[src/rtl/alu_share_ctrl_if.sv]
// Request/response and ALU-side bundle for the shared ALU controller.
// The controller takes the slave view; the pipeline and ALU take the master view.
interface alu_share_ctrl_if #(
    parameter int WIDTH = 24,
    parameter int CNT_W = 16
);
    logic             req0_valid;
    logic             req0_ready;
    logic [1:0]       req0_op;
    logic [WIDTH-1:0] req0_a;
    logic [WIDTH-1:0] req0_b;
    logic             req1_valid;
    logic             req1_ready;
    logic [1:0]       req1_op;
    logic [WIDTH-1:0] req1_a;
    logic [WIDTH-1:0] req1_b;
    logic             resp0_valid;
    logic             resp0_ready;
    logic             resp1_valid;
    logic             resp1_ready;
    logic [WIDTH-1:0] resp_result;
    logic [2:0]       alu_sel;
    logic [WIDTH-1:0] alu_a;
    logic [WIDTH-1:0] alu_b;
    logic [WIDTH-1:0] alu_result;
    logic             busy;
    logic [CNT_W-1:0] op_count;

    modport slave (
        input  req0_valid, req0_op, req0_a, req0_b,
        input  req1_valid, req1_op, req1_a, req1_b,
        input  resp0_ready, resp1_ready, alu_result,
        output req0_ready, req1_ready,
        output resp0_valid, resp1_valid, resp_result,
        output alu_sel, alu_a, alu_b, busy, op_count
    );

    modport master (
        output req0_valid, req0_op, req0_a, req0_b,
        output req1_valid, req1_op, req1_a, req1_b,
        output resp0_ready, resp1_ready, alu_result,
        input  req0_ready, req1_ready,
        input  resp0_valid, resp1_valid, resp_result,
        input  alu_sel, alu_a, alu_b, busy, op_count
    );
endinterface

[src/rtl/alu_share_ctrl.sv]
// Round-robin sequencer sharing one 24-bit ALU between execute (req0)
// and address generation (req1): latch, evaluate, respond.
module alu_share_ctrl #(
    parameter int WIDTH = 24,
    parameter int CNT_W = 16
) (
    input logic          Clock,
    input logic          Reset,
    alu_share_ctrl_if.slave bus
);

    typedef enum logic [1:0] {
        IDLE,
        EXEC,
        RESP
    } state_t;

    state_t           state;
    logic             last_grant;
    logic             owner;
    logic [1:0]       op_reg;
    logic [WIDTH-1:0] a_reg;
    logic [WIDTH-1:0] b_reg;
    logic [WIDTH-1:0] result_reg;
    logic [CNT_W-1:0] cnt;
    logic             resp0_v;
    logic             resp1_v;
    logic             gnt0;
    logic             gnt1;
    logic             take;

    // On contention the requester that did not win last time goes first.
    always_comb begin
        gnt0 = bus.req0_valid && (!bus.req1_valid || last_grant);
        gnt1 = bus.req1_valid && (!bus.req0_valid || !last_grant);
        take = owner ? bus.resp1_ready : bus.resp0_ready;
    end

    assign bus.req0_ready  = (state == IDLE) && gnt0;
    assign bus.req1_ready  = (state == IDLE) && gnt1;
    assign bus.resp0_valid = resp0_v;
    assign bus.resp1_valid = resp1_v;
    assign bus.resp_result = result_reg;
    assign bus.alu_sel     = {1'b0, op_reg};
    assign bus.alu_a       = a_reg;
    assign bus.alu_b       = b_reg;
    assign bus.busy        = (state != IDLE);
    assign bus.op_count    = cnt;

    always_ff @(posedge Clock or posedge Reset) begin
        if (Reset) begin
            state      <= IDLE;
            last_grant <= 1'b1;
            owner      <= 1'b0;
            op_reg     <= '0;
            a_reg      <= '0;
            b_reg      <= '0;
            result_reg <= '0;
            cnt        <= '0;
            resp0_v    <= 1'b0;
            resp1_v    <= 1'b0;
        end else begin
            unique case (state)
                IDLE: begin
                    unique case (1'b1)
                        gnt0: begin
                            owner      <= 1'b0;
                            last_grant <= 1'b0;
                            op_reg     <= bus.req0_op;
                            a_reg      <= bus.req0_a;
                            b_reg      <= bus.req0_b;
                            state      <= EXEC;
                        end
                        gnt1: begin
                            owner      <= 1'b1;
                            last_grant <= 1'b1;
                            op_reg     <= bus.req1_op;
                            a_reg      <= bus.req1_a;
                            b_reg      <= bus.req1_b;
                            state      <= EXEC;
                        end
                        default: ;
                    endcase
                end
                EXEC: begin
                    result_reg <= bus.alu_result;
                    resp0_v    <= !owner;
                    resp1_v    <= owner;
                    state      <= RESP;
                end
                RESP: begin
                    if (take) begin
                        resp0_v <= 1'b0;
                        resp1_v <= 1'b0;
                        cnt     <= cnt + 1'b1;
                        state   <= IDLE;
                    end
                end
                default: state <= IDLE;
            endcase
        end
    end

endmodule

[src/flat_wrapper.sv]
// flat-port wrapper written by rule: the top's interface ports become plain ports
module alu_share_ctrl_flat 
#(
    parameter int WIDTH = 24,
    parameter int CNT_W = 16
)
  (Clock, Reset, bus_req0_valid, bus_req0_op, bus_req0_a, bus_req0_b, bus_req1_valid, bus_req1_op, bus_req1_a, bus_req1_b, bus_resp0_ready, bus_resp1_ready, bus_alu_result, bus_req0_ready, bus_req1_ready, bus_resp0_valid, bus_resp1_valid, bus_resp_result, bus_alu_sel, bus_alu_a, bus_alu_b, bus_busy, bus_op_count);
  alu_share_ctrl_if #(.WIDTH(WIDTH), .CNT_W(CNT_W)) bus_i ();
  input logic Clock;
  input logic Reset;
  input wire logic [$bits(bus_i.req0_valid)-1:0] bus_req0_valid;
  input wire logic [$bits(bus_i.req0_op)-1:0] bus_req0_op;
  input wire logic [$bits(bus_i.req0_a)-1:0] bus_req0_a;
  input wire logic [$bits(bus_i.req0_b)-1:0] bus_req0_b;
  input wire logic [$bits(bus_i.req1_valid)-1:0] bus_req1_valid;
  input wire logic [$bits(bus_i.req1_op)-1:0] bus_req1_op;
  input wire logic [$bits(bus_i.req1_a)-1:0] bus_req1_a;
  input wire logic [$bits(bus_i.req1_b)-1:0] bus_req1_b;
  input wire logic [$bits(bus_i.resp0_ready)-1:0] bus_resp0_ready;
  input wire logic [$bits(bus_i.resp1_ready)-1:0] bus_resp1_ready;
  input wire logic [$bits(bus_i.alu_result)-1:0] bus_alu_result;
  output wire logic [$bits(bus_i.req0_ready)-1:0] bus_req0_ready;
  output wire logic [$bits(bus_i.req1_ready)-1:0] bus_req1_ready;
  output wire logic [$bits(bus_i.resp0_valid)-1:0] bus_resp0_valid;
  output wire logic [$bits(bus_i.resp1_valid)-1:0] bus_resp1_valid;
  output wire logic [$bits(bus_i.resp_result)-1:0] bus_resp_result;
  output wire logic [$bits(bus_i.alu_sel)-1:0] bus_alu_sel;
  output wire logic [$bits(bus_i.alu_a)-1:0] bus_alu_a;
  output wire logic [$bits(bus_i.alu_b)-1:0] bus_alu_b;
  output wire logic [$bits(bus_i.busy)-1:0] bus_busy;
  output wire logic [$bits(bus_i.op_count)-1:0] bus_op_count;
  assign bus_i.req0_valid = bus_req0_valid;
  assign bus_i.req0_op = bus_req0_op;
  assign bus_i.req0_a = bus_req0_a;
  assign bus_i.req0_b = bus_req0_b;
  assign bus_i.req1_valid = bus_req1_valid;
  assign bus_i.req1_op = bus_req1_op;
  assign bus_i.req1_a = bus_req1_a;
  assign bus_i.req1_b = bus_req1_b;
  assign bus_i.resp0_ready = bus_resp0_ready;
  assign bus_i.resp1_ready = bus_resp1_ready;
  assign bus_i.alu_result = bus_alu_result;
  assign bus_req0_ready = bus_i.req0_ready;
  assign bus_req1_ready = bus_i.req1_ready;
  assign bus_resp0_valid = bus_i.resp0_valid;
  assign bus_resp1_valid = bus_i.resp1_valid;
  assign bus_resp_result = bus_i.resp_result;
  assign bus_alu_sel = bus_i.alu_sel;
  assign bus_alu_a = bus_i.alu_a;
  assign bus_alu_b = bus_i.alu_b;
  assign bus_busy = bus_i.busy;
  assign bus_op_count = bus_i.op_count;
  alu_share_ctrl #(.WIDTH(WIDTH), .CNT_W(CNT_W)) u_core (.Clock(Clock), .Reset(Reset), .bus(bus_i));
endmodule
[config.mk]
export PLATFORM = sky130hd
export DESIGN_NAME = alu_share_ctrl_flat
export DESIGN_NICKNAME = d
export VERILOG_FILES = /design/src/rtl/alu_share_ctrl_if.sv /design/src/rtl/alu_share_ctrl.sv /design/src/flat_wrapper.sv
export SDC_FILE = /design/constraint.sdc
export NUM_CORES = 1
export LEC_CHECK = 0
export BUFFER_PORTS_ARGS = -buffer_cell sky130_fd_sc_hd__buf_2
export CAP_MARGIN = 20
export CORE_MARGIN = 5
export CORE_UTILIZATION = 45
export CTS_CLUSTER_SIZE = 30
export DETAILED_ROUTE_END_ITERATION = 12
export MAX_ROUTING_LAYER = met4
export PLACE_DENSITY = 0.88
export SYNTH_ARGS = -nofsm -noshare
export SYNTH_HDL_FRONTEND = slang
export SYNTH_SLANG_ARGS = --single-unit
[constraint.sdc]
create_clock -name Clock -period 4.7 [get_ports Clock]
set_clock_uncertainty 0.1 [all_clocks]
set_input_delay 1.41 -clock Clock [delete_from_list [all_inputs] [get_ports Clock]]
set_output_delay 1.41 -clock Clock [all_outputs]
set_load 0.005 [all_outputs]
# Word-level counts from Yosys, hierarchy flattened
# Cells that the tools add are included.
dict set report classes {
  n_addsub 1
  eq_ne 4
  muxes 11
  reduce_logical 19
}
# op n
set op_table {}
lappend op_table {{$pmux 24 s2} 2}
lappend op_table {{$add 16x1->16 const B} 1}
lappend op_table {{$reduce_and 2->1} 4}
lappend op_table {{$pmux 1 s2} 3}
lappend op_table {{$pmux 2 s3} 1}
lappend op_table {{$reduce_bool 2->1} 3}
lappend op_table {{$logic_and 1x1->1} 4}
lappend op_table {{$logic_not 1->1} 4}
lappend op_table {{$mux 2} 2}
lappend op_table {{$pmux 2 s2} 1}
lappend op_table {{$eq 2x1->1 const B} 1}
lappend op_table {{$eq 2x2->1 const B} 1}
lappend op_table {{$logic_not 2->1} 1}
lappend op_table {{$logic_or 1x1->1} 2}
lappend op_table {{$mux 1} 2}
lappend op_table {{$ne 2x1->1 const B} 1}
lappend op_table {{$ne 2x2->1 const B} 1}
lappend op_table {{$reduce_or 2->1} 1}
dict set report word_totals {
  ff_bits 96
  in_bits 130
  output_inout_bits 96
}

# Depth between registers and ports, before layout
# Gate-level depths: netlist (run 1).
dict set report depth {
  depth_word 6
  mapped_depth 6
}

# Worst setup path before layout (run 1)
# No wires, ideal clock.
dict set report synth_path {
  path_type {input to output}
  start {in bus_req1_valid}
  end {out bus_req1_ready}
  arrival_ps 2051
  path_slack_ps 1139
  path_stages 4
  path_buffers 2
  cell_sequence {a21boi_0 -> buf_2 -> buf_4 -> and2_1}
}
dict set report synth_between {
  elab_chain_len 2
}
# element line_no
set synth_rtl {}
lappend synth_rtl {{from (decl)} flat_wrapper.sv:15} ;# input wire logic [$bits(bus_i.req1_valid)-1:0] bus_req1_valid;
lappend synth_rtl {{$logic_and 1x1->1} alu_share_ctrl.sv:35} ;# gnt1 = bus.req1_valid && (!bus.req0_valid || !last_grant);
lappend synth_rtl {{$logic_and 1x1->1} alu_share_ctrl.sv:40} ;# assign bus.req1_ready = (state == IDLE) && gnt1;
lappend synth_rtl {{to (decl)} flat_wrapper.sv:23} ;# output wire logic [$bits(bus_i.req1_ready)-1:0] bus_req1_ready;
# No other way between the ends.

# Worst setup path after layout (run 1)
# Ends and elaborated chain as after synthesis.

==> flow_metrics.py, run 1 <==
metrics = {
    "clock_network": {
        "post-cts-setup-buffers": 0,
        "cts_inserted_buffers": 9,
        "clk_pin_slew_worst_paths_ns": 0.09,
        "cts-resized-gates": 0,
        "cts.sinks": 96,
        "h-tree-depth": 3,
        "cts_tree": "yes",
        "cts-root-buf": "clkbuf_8",
        "clk_latency_ns": 0.35,
        "hold_buffers": 0,
        "clock_path_buffers": 2,
    },
    "route": {
        "vias": 3623,
        "routed_via_density": 4.92,
        "drt_pre_antenna_iters": 4,
        "drc": 0,
        "wire_per_inst_um": 14.3,
        "drt_wl_total_um": 10500,
        "drtIter0Drc": 94,
        "ant_nets": 0,
    },
    "finish": {
        "mostFrequentLayoutCells": "buf_2 (224), dfrtp_1 (95), nand2_1 (81)",
        "final_cell_area_sq_um": 5600,
        "instances_no_fill": 736,
        "insertedDiodeCount": 0,
        "num-nets-final": 751,
        "final_common_cell": "buf_2",
        "drive_above_1_share_pct": 40.8,
        "syn_to_final_growth_pct": 33.6,
        "nFillCells": 757,
    },
    "yosys": {
        "syn_area_sq_um": 4190,
        "synth_top_family_by_area": "simple AND/OR/NAND/NOR gates",
        "syn_avg_cell_area_sq_um": 10.3,
        "synth_edf_count": 0,
        "synthArstFlopShare_pct": 100,
        "synthAdderAreaFrac_pct": 0.299,
        "syn-num-nets": 537,
        "synth_xor_xnor_area_share_pct": 3.13,
        "synth-seq-cells": 96,
        "synth_compound_area_share_pct": 7.22,
        "synth-seq-area-share_pct": 57.3,
        "muxShareOfSynthArea_pct": 12.5,
        "synth_cell_types": 33,
        "yosys.area_share.simple_pct": 15.9,
        "yosysWarnings": 0,
        "synthCells": 406,
        "synth_ff_type": "dfrtp_1",
    },
    "placement": {
        "post-place-ws_ns": 1.20,
        "port_buffers": 224,
        "dpl_cell_area_sq_um": 5390,
        "place_inst": 720,
        "gp_congestion": 0.799,
        "post-dp-hpwl_um": 8060,
    },
    "die": {
        "die_area_sq_um": 11300,
        "initial_core_util_pct": 45.8,
        "rows": 35,
        "io_pins": 226,
        "die_y_um": 107,
        "fp.dieW_um": 107,
        "core_sq_um": 9150,
    },
    "grt": {
        "track_usage_pct": 19.0,
        "met3_usage_pct": 3.76,
        "grt_start_max_net_pins": 102,
        "grt_pass1_vias": 3666,
        "grt_use_met2_pct": 33.4,
        "busiest_layer": "met2",
        "grt-ovfl-total": 0,
        "antenna_found_initial": 0,
        "grtUsageMet1_pct": 22.6,
        "grt_pass1_wl_um": 17100,
    },
    "worst_setup_path": {
        "path_buf_inv": 2,
        "ff2ff_setup_slack_ns": 2.55,
        "slowest_delay_ns": 0.19,
        "crit_slowest_cell": "a21boi_4",
        "path_class": "primary input to output pin",
        "cp_max_fo": 5,
        "critPathLaunchType": "primary input",
        "r2r_start": "u_core.state[1]$_DFFE_PP0P_",
        "crit_start": "bus_req1_valid",
        "cp_common_cell": "buf_2",
        "reg2reg_to": "u_core.bus.alu_a[16]$_DFFE_PP0P_",
        "path_depth": 4,
        "cp_top_family": "buffers and inverters",
        "cp.arrival_ns": 1.98,
        "critPathRequiredTime_ns": 3.19,
        "worstSetupEndpoint": "bus_req1_ready",
        "cp-end-kind": "output pin",
        "cp_cell_sequence": "buf_2 -> a21boi_4 -> and2_1 -> buf_2",
        "worst_r2r_path_depth": 4,
    },
    "sta": {
        "whs_ns": 0.375,
        "min_period_ns": 3.49,
        "setup_violations": 0,
        "rsz0062_at_grt": "no",
        "slew_violations": 0,
        "fin_crit_sh_pct": 74.3,
        "final_hold_viol_count": 0,
        "setup_tns_ns": 0,
        "worst_slack_ns": 1.21,
        "fmax_mhz": 286,
        "tightest_slew_ns": 1.00,
        "maxSlewHeadroom_pct": 33.2,
    },
    "pwr": {
        "powerDensity_nw_per_um2": 576,
        "irDropWorstVdd_v": 0.000673,
        "power_leakage_nw": 2.92,
    },
    "run": {
        "maxCapViolations": 0,
    },
    "min_path": {
        "hold_class": "flip-flop to flip-flop",
    },
    "run_status": {
        "status": "complete, no violations",
    },
}
==> logic make-up (layout without fill, tap and decap cells) <==
kind of cell,count (synthesis),count (layout)
mux,52,52
flops,96,96
other cells,1,1
compound gates,59,59
simple gates,154,154
xor+xnor,15,15
buf+inv,28,247
fa+ha+maj,1,1
==> worst min-delay path by stage <==
| stage | from | endpoint | slack [ns] | cells after the start |
|---|---|---|---|---|
| after detailed placement | u_core.bus.resp_result[3]$_DFFE_PP0P_ | u_core.bus.resp_result[3]$_DFFE_PP0P_ | 0.36 | 2 |
| after global placement | u_core.bus.op_count[15]$_DFFE_PP0P_ | u_core.bus.op_count[15]$_DFFE_PP0P_ | 0.35 | 1 |
| after floorplan | u_core.bus.op_count[15]$_DFFE_PP0P_ | u_core.bus.op_count[15]$_DFFE_PP0P_ | 0.37 | 1 |
| final | u_core.bus.op_count[15]$_DFFE_PP0P_ | u_core.bus.op_count[15]$_DFFE_PP0P_ | 0.37 | 1 |
| after global routing | u_core.bus.op_count[15]$_DFFE_PP0P_ | u_core.bus.op_count[15]$_DFFE_PP0P_ | 0.40 | 1 |
| after CTS | u_core.bus.op_count[15]$_DFFE_PP0P_ | u_core.bus.op_count[15]$_DFFE_PP0P_ | 0.38 | 1 |
==> routing by layer <==
layer	part of all wire [%]	vias up
met2	53	132
met5	0	-
met3	6.8	10
li1	-	1770
met4	0.94	0
met1	40	1711
==> where the power goes <==
group / total [mW] / internal (mW) / switching [mW]
Combinational: 1.27 / 0.563 / 0.704
Clock: 0.561 / 0.258 / 0.303
Sequential: 1.40 / 1.19 / 0.209
==> cell usage after synthesis, types with 2 or more instances <==
cell type,number,area share [%]
nand2b_1,2,0.30
nand3_2,4,0.96
clkbuf_1,5,0.45
nor2_1,53,4.7
and3_1,3,0.45
clkbuf_4,2,0.36
and4_1,2,0.42
xnor2_1,13,2.7
dfrtp_1,95,57
nand2_1,81,7.3
buf_4,5,0.90
o21ai_0,2,0.24
buf_1,2,0.18
buf_2,10,1.2
nand4_1,3,0.45
xor2_1,2,0.42
mux2i_1,50,12
a21oi_1,53,6.3
inv_1,4,0.36
nand3_1,2,0.24
==> final cells by class <==
class	count	area, sq um	area share [%]
repair buffers	227	1160	20.8
well taps	111	139	2.48
clock buffers	9	124	2.21
inverters	4	17.5	0.313
clock inverters	7	87.6	1.56
flip-flops and latches	96	2400	42.9
multi-input cells	282	1660	29.7
==> stage by stage <==
step	power, mW	utilization (%)
finish	3.23	61.2
global route	3.51	61.2
CTS	3.28	61.2
detailed placement	2.71	58.9
global placement	2.63	58.6
floorplan	2.14	-
Note: power is estimated with default switching activity, not from simulation.
==> run 2: changes to the inputs <==
CORE_UTILIZATION = 41   (was 45)
PLACE_DENSITY = 0.85   (was 0.88)
clock period = 3.1 ns   (was 4.7 ns; I/O delays follow)
==> flow_metrics.py, run 2 (synthesized netlist as in run 1, its figures left out) <==
metrics = {
    "worst_setup_path": {
        "cp-end-kind": "output pin",
        "path_buf_inv": 1,
        "crit_start": "u_core.state[0]$_DFFE_PP0P_",
        "critPathLaunchType": "flip-flop",
        "slowest_delay_ns": 0.43,
        "path_class": "flip-flop to output pin",
        "r2r_start": "u_core.state[0]$_DFFE_PP0P_",
        "crit_slowest_cell": "nor2_1",
        "cp.arrival_ns": 1.60,
        "cp_max_fo": 7,
        "cp_cell_sequence": "nor2_1 -> nand2_1 -> a21oi_1 -> buf_2",
        "critPathRequiredTime_ns": 2.07,
        "cp_top_family": "simple AND/OR/NAND/NOR gates",
    },
    "route": {
        "wire_per_inst_um": 14.2,
        "drt_pre_antenna_iters": 4,
        "maxUsedRoutingLayer": "met4",
        "vias": 3571,
        "drtIter0Drc": 140,
        "drc": 0,
        "met1_length_um": 4260,
        "ant_nets": 0,
        "drt_wl_total_um": 10800,
        "wl_met2_um": 5580,
        "routed_via_density": 4.69,
        "dr_wl_met3_um": 870,
    },
    "finish": {
        "syn_to_final_growth_pct": 34.9,
        "drive_above_1_share_pct": 40.7,
        "ff_latch_area_sq_um": 2400,
        "nFillCells": 886,
        "insertedDiodeCount": 0,
        "multi_input_area_sq_um": 1660,
        "final_common_cell": "buf_2",
        "final_cell_area_sq_um": 5650,
        "num-nets-final": 752,
        "postLayoutCoreUtil_pct": 55.8,
        "mostFrequentLayoutCells": "buf_2 (224), dfrtp_1 (95), nand2_1 (81)",
    },
    "clock_network": {
        "cts_inserted_buffers": 9,
        "h-tree-depth": 3,
        "clk_pin_slew_worst_paths_ns": 0.09,
        "clock_path_buffers": 2,
        "hold_buffers": 0,
        "cts-root-buf": "clkbuf_8",
        "cts.sinks": 96,
        "post-cts-setup-buffers": 0,
        "clk_latency_ns": 0.34,
        "cts-resized-gates": 0,
        "cts_tree": "yes",
    },
    "sta": {
        "final_hold_viol_count": 0,
        "fmax_mhz": 380,
        "fin_crit_sh_pct": 84.9,
        "slew_violations": 0,
        "setup_violations": 0,
        "rsz0062_at_grt": "no",
        "tightest_slew_ns": 1.02,
        "min_period_ns": 2.63,
        "maxSlewHeadroom_pct": 32.0,
        "setup_tns_ns": 0,
        "worst_slack_ns": 0.467,
    },
    "placement": {
        "gp_congestion": 0.789,
        "port_buffers": 224,
        "dpl_cell_area_sq_um": 5430,
        "post-place-ws_ns": 0.485,
        "post-dp-hpwl_um": 8220,
    },
    "die": {
        "initial_core_util_pct": 41.3,
        "die_area_sq_um": 12300,
        "io_pins": 226,
        "rows": 37,
        "fp.dieW_um": 111,
        "core_sq_um": 10100,
        "die_y_um": 111,
    },
    "grt": {
        "grt_start_max_net_pins": 97,
        "grt_pass1_wl_um": 18400,
        "grt-ovfl-total": 0,
        "grt_pass1_vias": 3888,
        "track_usage_pct": 18.4,
        "antenna_found_initial": 0,
    },
    "min_path": {
        "holdCritStartpoint": "u_core.bus.resp_result[21]$_DFFE_PP0P_",
        "hold_class": "flip-flop to flip-flop",
    },
    "run": {
        "maxCapViolations": 0,
    },
    "pwr": {
        "totalPowerFinal_mw": 4.97,
        "irDropWorstVdd_v": 0.000486,
        "powerDensity_nw_per_um2": 878,
        "power_leakage_nw": 2.93,
    },
    "run_status": {
        "status": "complete, no violations",
    },
}
-- run 2: layout make-up --
type                    count  area share (%)
multi-input cells         282            29.4
clock inverters             5            1.42
well taps                 136            3.01
flip-flops and latches     96            42.5
clock buffers              11            2.50
inverters                   4           0.332
repair buffers            228            20.8
-- run 2: power by group --
| part | switching [mW] | internal, mW | total [mW] |
|---|---|---|---|
| combinational | 1.08 | 0.873 | 1.95 |
| clock | 0.419 | 0.476 | 0.895 |
| sequential | 0.317 | 1.80 | 2.12 |
| total | 1.81 | 3.15 | 4.97 |
-- run 2: path summary, 6_finish.rpt --
check	endpoint	slack, ns	cells past startpoint
hold reg to reg	u_core.bus.resp_result[21]$_DFFE_PP0P_	0.38	2
setup / recovery	bus_req0_ready	0.47	4
setup reg to reg	u_core.bus.alu_b[2]$_DFFE_PP0P_	1.06	5
max in group asynchronous	u_core.last_grant$_DFFE_PP1P_	1.86	3
min in group asynchronous	u_core.op_reg[0]$_DFFE_PP0P_	0.62	3
hold / removal	u_core.bus.resp_result[21]$_DFFE_PP0P_	0.38	2
-- run 2: metal layers --
metal | global-route usage (%) | vias to the layer above
li1 | - | 1770
met2 | 29.8 | 122
met1 | 21.8 | 1668
met3 | 6.11 | 11
met5 | - | -
met4 | 5.76 | 0
-- run 2: tightest hold or removal path, delay by kind of cell, from the launching register on --
family	cells	cell delay, ns
simple gates	2	0.10
flops	1	0.35
-- run 2: per-stage QoR --
stage,instances,hold slack [ns]
after global routing,762,0.410
after detailed placement,746,0.358
after global placement,746,0.352
after CTS,762,0.381
after floorplan,406,0.368
final,762,0.376
==> run 3: changes to the inputs <==
ABC_AREA = 1   (was not set)
CORE_UTILIZATION = 46   (was 41)
PLACE_DENSITY = 0.88   (was 0.85)
clock period = 2.5 ns   (was 3.1 ns; I/O delays follow)
==> flow_metrics.py, run 3 <==
metrics = {
    "die": {
        "die_area_sq_um": 12200,
        "die_y_um": 111,
        "initial_core_util_pct": 47.4,
        "core_sq_um": 9820,
        "rows": 36,
        "io_pins": 226,
        "fp.dieW_um": 111,
    },
    "clock_network": {
        "post-cts-setup-buffers": 0,
        "cts.sinks": 96,
        "hold_buffers": 0,
        "cts-resized-gates": 0,
        "cts_inserted_buffers": 9,
        "cts-root-buf": "clkbuf_8",
        "cts_tree": "yes",
        "clk_latency_ns": 0.35,
        "clock_path_buffers": 2,
        "h-tree-depth": 3,
        "clk_pin_slew_worst_paths_ns": 0.10,
    },
    "sta": {
        "whs_ns": 0.401,
        "final_hold_viol_count": 0,
        "min_period_ns": 2.25,
        "setup_violations": 0,
        "fmax_mhz": 444,
        "slew_violations": 0,
        "maxSlewHeadroom_pct": 57.2,
        "rsz0062_at_grt": "no",
        "setup_tns_ns": 0,
        "fin_crit_sh_pct": 90.0,
        "worst_slack_ns": 0.250,
        "tightest_slew_ns": 0.639,
    },
    "route": {
        "drtIter0Drc": 187,
        "wire_per_inst_um": 12.7,
        "drt_wl_total_um": 11100,
        "ant_nets": 0,
        "vias": 4039,
        "drt_pre_antenna_iters": 4,
        "routed_via_density": 4.63,
        "drc": 0,
    },
    "yosys": {
        "synth_ff_type": "dfrtp_1",
        "synth_edf_count": 0,
        "yosys-top-cells-area": "dfrtp_1 (51%), nand2_1 (8.9%), a21oi_2 (7.3%)",
        "yosysMostFrequentCell": "nand2_1",
        "yosysWarnings": 0,
        "synth-seq-area-share_pct": 51.6,
        "syn_area_sq_um": 4660,
        "synth-seq-cells": 96,
        "synthArstFlopShare_pct": 100,
        "synth_common_cells": "nand2_1 (110), dfrtp_1 (95), inv_1 (68)",
        "yosys.area.top_type": "dfrtp_1",
        "netlist.area_leader.share_pct": 51.0,
        "synthCells": 520,
        "synth_cell_types": 26,
        "syn_avg_cell_area_sq_um": 8.96,
        "syn-num-nets": 651,
    },
    "pwr": {
        "power_leakage_nw": 3.20,
        "p_comb_share_pct": 42.3,
        "totalPowerFinal_mw": 6.39,
        "seq_power_share_pct": 40.4,
        "clkPwrFrac_pct": 17.3,
        "power_switching_share_pct": 36.5,
        "powerDensity_nw_per_um2": 1050,
        "power_switching_mw": 2.33,
        "irDropWorstVdd_v": 0.000547,
        "internal_power_mw": 4.06,
    },
    "worst_setup_path": {
        "cp-end-kind": "output pin",
        "critPathRequiredTime_ns": 1.65,
        "crit_slowest_cell": "dfrtp_1",
        "critPathLaunchType": "flip-flop",
        "reg2reg_to": "u_core.bus.alu_b[1]$_DFFE_PP0P_",
        "ff2ff_setup_slack_ns": 0.78,
        "cp_max_fo": 3,
        "r2r_start": "u_core.state[0]$_DFFE_PP0P_",
        "path_buf_inv": 2,
        "path_class": "flip-flop to output pin",
        "slowest_delay_ns": 0.42,
        "worst_r2r_path_depth": 6,
        "cp_cell_sequence": "nor2_2 -> nand3_1 -> inv_1 -> buf_2",
        "cp.arrival_ns": 1.40,
        "cp_top_family": "flip-flops",
    },
    "run": {
        "maxCapViolations": 0,
    },
    "finish": {
        "syn_to_final_growth_pct": 30.3,
        "drive_above_1_share_pct": 43.0,
        "mostFrequentLayoutCells": "buf_2 (224), nand2_1 (108), dfrtp_1 (95)",
        "final_cell_area_sq_um": 6070,
        "insertedDiodeCount": 0,
        "num-nets-final": 865,
        "final_common_cell": "buf_2",
    },
    "placement": {
        "gp_congestion": 0.841,
        "dpl_cell_area_sq_um": 5850,
        "post-place-ws_ns": 0.334,
        "port_buffers": 224,
        "post-dp-hpwl_um": 8670,
    },
    "grt": {
        "antenna_found_initial": 0,
        "grt_start_max_net_pins": 101,
        "grt_pass1_wl_um": 18300,
        "track_usage_pct": 18.5,
        "grt_pass1_vias": 3913,
        "grt-ovfl-total": 0,
    },
    "run_status": {
        "status": "complete, no violations",
    },
    "min_path": {
        "hold_class": "primary input to async pin",
    },
}
==> run 3: cell families (layout without fill, tap and decap cells) <==
| logic type | count (synthesis) | after routing | synth area share [%] |
|---|---|---|---|
| adders and majority gates | 1 | 1 | 0.269 |
| and+or+nand+nor | 195 | 195 | 17.2 |
| xor gates and xnor gates | 6 | 6 | 1.13 |
| DFF | 96 | 96 | 51.6 |
| other | 1 | 1 | 0.0805 |
| AOI/OAI and AO/OA | 104 | 104 | 14.4 |
| buffers and inverters | 93 | 312 | 9.48 |
| muxes | 24 | 24 | 5.80 |
==> run 3: area by class of cell <==
class,instances,area [sq um]
flip-flops and latches,96,2400
inverters,68,259
clock inverters,6,90.1
well taps,133,166
clock buffers,10,128
multi-input cells,331,1820
fillers,889,3750
repair buffers,228,1200
==> run 3: stage by stage <==
| stage | cells | util, % |
|---|---|---|
| CTS | 872 | 61.8 |
| floorplan | 520 | - |
| global route | 872 | 61.8 |
| global placement | 856 | 59.6 |
| finish | 872 | 61.8 |
| detailed placement | 856 | 59.6 |
==> run 3: power by group through the flow <==
stage | logic [mW] | clock network [mW] | registers, mW
after floorplan | 1.69 | 0 | 2.66
after global placement | 2.67 | 0 | 2.58
after detailed placement | 2.76 | 0 | 2.62
after CTS | 2.76 | 1.14 | 2.59
after global routing | 3.04 | 1.19 | 2.68
final | 2.71 | 1.11 | 2.58
==> run 3: how the worst max path moves through the flow <==
| stage | startpoint | endpoint | slack, ns | cells past startpoint |
|---|---|---|---|---|
| 2_1_floorplan | Reset | u_core.bus.alu_a[0]$_DFFE_PP0P_ | 0.52 | 1 |
| 3_3_place_gp | bus_req1_valid | bus_req0_ready | 0.39 | 5 |
| 3_5_place_dp | bus_req1_valid | bus_req0_ready | 0.33 | 5 |
| 4_1_cts | u_core.state[0]$_DFFE_PP0P_ | bus_req0_ready | 0.21 | 4 |
| 5_1_grt | u_core.state[0]$_DFFE_PP0P_ | bus_req0_ready | 0.10 | 4 |
| 6_report | u_core.state[0]$_DFFE_PP0P_ | bus_req0_ready | 0.25 | 4 |
==> run 3: layer usage <==
metal,part of all wire (%),track usage [%],vias up
li1,-,-,2061
met1,42,21.5,1806
met2,50,31.8,155
met3,6.7,4.38,17
met4,1.9,5.83,0
met5,0,-,-
==> run 3: worst min-delay path, stage by stage <==
cell,delay (ns)
buf_2,0.11
clkinvlp_4,0.07
buf_12,0.36
